File: src/rtl/dmem_port_arbiter.sv
// dmem_port_arbiter
// Shares the single RAM data port between the processor and NUM_REQ IO-side
// requesters. The CPU always wins the port unless an IO access has already
// lost MAX_STALL consecutive cycles; then the CPU is stalled for one cycle
// so the IO access can go through. IO requesters are served round-robin.

module dmem_port_arbiter #(
  parameter int NUM_REQ   = 5,
  parameter int ADDR_W    = 12,
  parameter int DATA_W    = 32,
  parameter int MAX_STALL = 8
) (
  input  logic                        clock,
  input  logic                        reset,

  input  logic                        cpu_req,
  input  logic                        cpu_wren,
  input  logic [ADDR_W-1:0]           cpu_addr,
  input  logic [DATA_W-1:0]           cpu_data,
  output logic [DATA_W-1:0]           cpu_q,
  output logic                        cpu_stall,

  input  logic [NUM_REQ-1:0]          io_req,
  input  logic [NUM_REQ-1:0]          io_wren,
  input  logic [NUM_REQ*ADDR_W-1:0]   io_addr,
  input  logic [NUM_REQ*DATA_W-1:0]   io_data,
  output logic [NUM_REQ-1:0]          io_gnt,
  output logic [NUM_REQ-1:0]          io_ack,
  output logic [DATA_W-1:0]           io_q,

  output logic                        ram_wEn,
  output logic [ADDR_W-1:0]           ram_addr,
  output logic [DATA_W-1:0]           ram_dataIn,
  input  logic [DATA_W-1:0]           ram_dataOut
);

  localparam int IDX_W = $clog2(NUM_REQ);
  localparam int SUM_W = IDX_W + 1;
  localparam logic [SUM_W-1:0]   NUM_REQ_S   = SUM_W'(NUM_REQ);
  localparam logic [7:0]         MAX_STALL_C = 8'(MAX_STALL);
  localparam logic [NUM_REQ-1:0] GNT_ONE     = NUM_REQ'(1);

  typedef enum logic [1:0] {
    IDLE  = 2'd0,
    ISSUE = 2'd1,
    RESP  = 2'd2
  } state_t;

  state_t              state;
  logic [IDX_W-1:0]    last_ptr;
  logic [IDX_W-1:0]    gnt_idx;
  logic [7:0]          stall_cnt;
  logic                lat_wren;
  logic [ADDR_W-1:0]   lat_addr;
  logic [DATA_W-1:0]   lat_data;

  logic [2*NUM_REQ-1:0] req_dbl;
  logic [NUM_REQ-1:0]   req_rot;
  logic [SUM_W-1:0]     rot_base;
  logic [SUM_W-1:0]     pick_off;
  logic [SUM_W-1:0]     pick_sum;
  logic [IDX_W-1:0]     pick_idx;
  logic                 pick_valid;

  logic                 sel_wren;
  logic [ADDR_W-1:0]    sel_addr;
  logic [DATA_W-1:0]    sel_data;

  logic                 in_issue;
  logic                 force_io;
  logic                 io_owns;

  // Rotate the request vector so bit 0 is the requester just after last_ptr.
  // rot_base may equal NUM_REQ, which simply wraps back to requester 0.
  assign rot_base = {1'b0, last_ptr} + SUM_W'(1);
  assign req_dbl  = {io_req, io_req};
  assign req_rot  = NUM_REQ'(req_dbl >> rot_base);

  // Round-robin pick: first set bit in rotated order, mapped back to an index.
  always_comb begin
    pick_valid = 1'b0;
    pick_off   = '0;
    for (int j = NUM_REQ - 1; j >= 0; j--) begin
      if (req_rot[j]) begin
        pick_valid = 1'b1;
        pick_off   = SUM_W'(j);
      end
    end
    pick_sum = rot_base + pick_off;
    if (pick_sum >= NUM_REQ_S) begin
      pick_sum = pick_sum - NUM_REQ_S;
    end
    pick_idx = pick_sum[IDX_W-1:0];
  end

  // Select the picked requester's access fields for latching.
  always_comb begin
    sel_wren = 1'b0;
    sel_addr = '0;
    sel_data = '0;
    for (int i = 0; i < NUM_REQ; i++) begin
      if (pick_idx == IDX_W'(i)) begin
        sel_wren = io_wren[i];
        sel_addr = io_addr[i*ADDR_W +: ADDR_W];
        sel_data = io_data[i*DATA_W +: DATA_W];
      end
    end
  end

  // Port ownership: IO only while issuing and either the CPU is idle or the
  // starved IO access is being forced through.
  assign in_issue  = (state == ISSUE);
  assign force_io  = (stall_cnt == MAX_STALL_C);
  assign io_owns   = in_issue & (~cpu_req | force_io);
  assign cpu_stall = in_issue & force_io & cpu_req;

  assign ram_wEn    = io_owns ? lat_wren : (cpu_req & cpu_wren);
  assign ram_addr   = io_owns ? lat_addr : cpu_addr;
  assign ram_dataIn = io_owns ? lat_data : cpu_data;
  assign cpu_q      = ram_dataOut;

  // Arbiter FSM: grant in IDLE, wait for the port in ISSUE, ack in RESP.
  always_ff @(posedge clock or negedge reset) begin
    if (!reset) begin
      state     <= IDLE;
      last_ptr  <= IDX_W'(NUM_REQ - 1);
      gnt_idx   <= '0;
      stall_cnt <= '0;
      lat_wren  <= 1'b0;
      lat_addr  <= '0;
      lat_data  <= '0;
      io_gnt    <= '0;
      io_ack    <= '0;
      io_q      <= '0;
    end else begin
      io_ack <= '0;
      case (state)
        IDLE: begin
          if (pick_valid) begin
            gnt_idx  <= pick_idx;
            io_gnt   <= GNT_ONE << pick_idx;
            lat_wren <= sel_wren;
            lat_addr <= sel_addr;
            lat_data <= sel_data;
            state    <= ISSUE;
          end
        end
        ISSUE: begin
          if (io_owns) begin
            stall_cnt <= '0;
            state     <= RESP;
          end else begin
            stall_cnt <= stall_cnt + 8'd1;
          end
        end
        RESP: begin
          io_ack   <= io_gnt;
          io_q     <= ram_dataOut;
          last_ptr <= gnt_idx;
          io_gnt   <= '0;
          state    <= IDLE;
        end
        default: begin
          state <= IDLE;
        end
      endcase
    end
  end

endmodule

File: config.mk
export PLATFORM = sky130hd
export DESIGN_NAME = dmem_port_arbiter
export DESIGN_NICKNAME = d
export VERILOG_FILES = /design/src/rtl/dmem_port_arbiter.sv
export SDC_FILE = /design/constraint.sdc
export NUM_CORES = 1
export LEC_CHECK = 0
export ABC_AREA = 1
export CAP_MARGIN = 20
export CORE_AREA = 2 2 168 170
export DETAILED_ROUTE_END_ITERATION = 10
export DIE_AREA = 0 0 170 172
export GPL_TIMING_DRIVEN = 0
export PLACE_DENSITY = 0.72
export SYNTH_ARGS = -nofsm -noshare
export SYNTH_HDL_FRONTEND = slang
export SYNTH_SLANG_ARGS = --single-unit
File: constraint.sdc
create_clock -name clock -period 4.4 [get_ports clock]
set_input_delay 1.1 -clock clock [delete_from_list [all_inputs] [get_ports clock]]
set_output_delay 1.1 -clock clock [all_outputs]
set_load 0.1 [all_outputs]
==> flow_summary.json <==
{
  "nets": 1823,
  "drt_iter0_drc": 579,
  "fin_worst_skew_ns": 0.01610,
  "tightest_slew_ns": 1.059,
  "setup_viol_count_final": 0,
  "seq_area_frac_synth_pct": 34.72,
  "cts.sinks": 103,
  "ys_ff_latch": 103,
  "clock_latency_ns": 0.37,
  "grt_pass1_wl_um": 53740,
  "period_needed_ns": 4.331,
  "setup_tns_ns": 0,
  "synth_top_area_cell": "dfrtp_1",
  "drc": 0,
  "postRouteAntennaNets": 0,
  "path_cells": "clkdlybuf4s50_1, nand2_1, nand2_1, inv_1, buf_2, buf_2, nand2_1, nand2_1, buf_2",
  "slew_headroom_pct": 29.16,
  "synth.distinct_cells": 32,
  "synth.most_common_cell": "nand2_1",
  "cts_root_buffer": "clkbuf_16",
  "die_area_mm2": 0.02924,
  "wire_per_inst_um": 20.01,
  "avgSynthCellArea_um2": 7.020,
  "clk_pin_slew_worst_paths_ns": 0.08,
  "wl_um": 37220,
  "dp_hpwl_um": 29330,
  "grt_use_total_pct": 24.61,
  "grt_max_degree": 58,
  "htreeDepth": 3,
  "yosysWarningCount": 0,
  "grt_pass1_vias": 9419,
  "place.gp.congestion": 0.9086,
  "outcome": "finished, final reports clean",
  "grt_overflow": 0,
  "critPathMaxStageDelay_ns": 0.47,
  "syn_area_mm2": 0.007427,
  "drv_cap": 0,
  "io_pins": 430,
  "start_util_pct": 27.03,
  "synthArstFlopShare_pct": 100.0,
  "hold_buffers": 0,
  "synth_top_area_share_pct": 34.37,
  "maxSlewViolCount": 0,
  "synth-main-ff-cell": "dfrtp_1",
  "endpoint_kind": "output pin",
  "crit_arrival_ns": 3.23,
  "drive_above_1_share_pct": 19.47,
  "antenna_found_initial": 4,
  "synth_area_leaders": "dfrtp_1, nand2_1, nand3_1",
  "ys_top_cells_by_count": "nand2_1, nand3_1, dfrtp_1",
  "io_buffers": 429,
  "avgViaCountPerCell": 5.013,
  "rsz0062_at_grt": "false",
  "cts_buffers": 9,
  "worstHoldPathType": "register to register",
  "area_growth_pct": 72.81,
  "fp.dieH_um": 172,
  "synth_edf_count": 0,
  "path_max_fanout": 10,
  "hold_viol_final": 0,
  "crit_top_cell": "nand2_1",
  "syn_inst": 1058,
  "via_count": 9324,
  "slowest_stage": "clkdlybuf4s50_1",
  "required_ns": 3.30,
  "critical_path_class": "primary input to output pin",
  "die_w_um": 170,
  "fmax_mhz": 230.9,
  "first_pass_iters": 5,
  "utilization_pct": 46.71,
  "final.period_utilization_pct": 98.44,
  "cts_tree": "done",
  "synthesis.nets": 1376,
  "coreArea_mm2": 0.02748,
  "worstSetupStartpointType": "primary input",
  "clock_path_buffers": 2,
  "row_count": 61
}
==> final timing paths <==
check                                 start              to  slack, ns  cells past startpoint
worst max-delay path                cpu_req  ram_dataIn[18]       0.07                      9
worst min-delay path            lat_addr[5]     lat_addr[5]       0.48                      2
worst max register to register  last_ptr[1]    lat_data[30]       0.62                     25
worst min register to register  lat_addr[5]     lat_addr[5]       0.48                      2
max in group asynchronous             reset     last_ptr[2]       2.77                      2
min in group asynchronous             reset        io_q[17]       0.78                      1
==> worst max-delay path: cells and delay by family <==
family        cells  cell delay [ns]
buf+inv           5             1.73
simple gates      4             0.38
==> stage by stage <==
step	worst slack, ns	hold WS, ns	cell area, um2	instances
2_1_floorplan	0.4151	0.4491	7427	1058
3_3_place_gp	-2.127	0.4613	12150	1833
3_5_place_dp	-1.142	0.4652	12180	1834
4_1_cts	0.001039	0.4868	12730	1854
5_1_grt	0.001753	0.5004	12830	1859
6_report	0.06859	0.4828	12830	1860
==> cell type report <==
cell class	instances	area [um2]
Clock inverter	7	97.59
Clock buffer	9	225.2
Tap cell	346	432.9
Timing Repair Buffer	437	4313
Buffer	115	823.3
Antenna cell	4	10.01
Multi-Input combinational cell	807	4234
Fill cell	2779	14640
Sequential cell	103	2579
Inverter	32	120.1
==> per-layer routing <==
metal	part of all wire, %	wire (um)	track usage, %
met1	40	14770	29.23
met5	0	0	0
met3	7.5	2784	5.196
met2	49	18160	42.73
met4	4.0	1494	11.33
==> flip-flops by register name, summed over array words and instances, names as in the netlist <==
register and count:
gnt_idx 3, io_ack 5, io_gnt 5, io_q 32
last_ptr 3, lat_addr 12, lat_data 32, lat_wren 1
stall_cnt 8, state 2
==> what timing repair did <==
item	CTS	global route
pin swaps	9	19
hold endpoints to repair	0	0
cloned	0	0
buffers inserted	4	3
setup endpoints to repair	98	86
gates resized for setup	201	98
==> placed cells by master, fill, tap and decap left out, types with 7 or more instances in the layout <==
master,count
buf_4,53
clkbuf_16,9
nand4_1,93
inv_1,29
a21oi_1,7
nand3_1,140
nand2_1,307
clkbuf_2,21
o21ai_0,11
buf_6,12
o21ai_1,18
mux2_2,32
clkdlybuf4s15_2,17
nor2_1,96
dfrtp_1,102
clkdlybuf4s50_1,378
clkbuf_4,11
o21ai_2,25
nor2_2,14
nand2_2,12
clkbuf_1,7
buf_2,37
nand3_2,21
==> cells by family after synthesis <==
group | count (synthesis) | share of synthesized area [%]
compound gates | 69 | 5.812
xor+xnor | 1 | 0.1179
fa+ha+maj | 8 | 1.449
buf+inv | 148 | 11.10
flops | 103 | 34.72
mux | 32 | 4.852
simple gates | 697 | 41.95
Power is not shown: default switching activity piles up to over one toggle a cycle in this logic, so the estimate is an artifact.
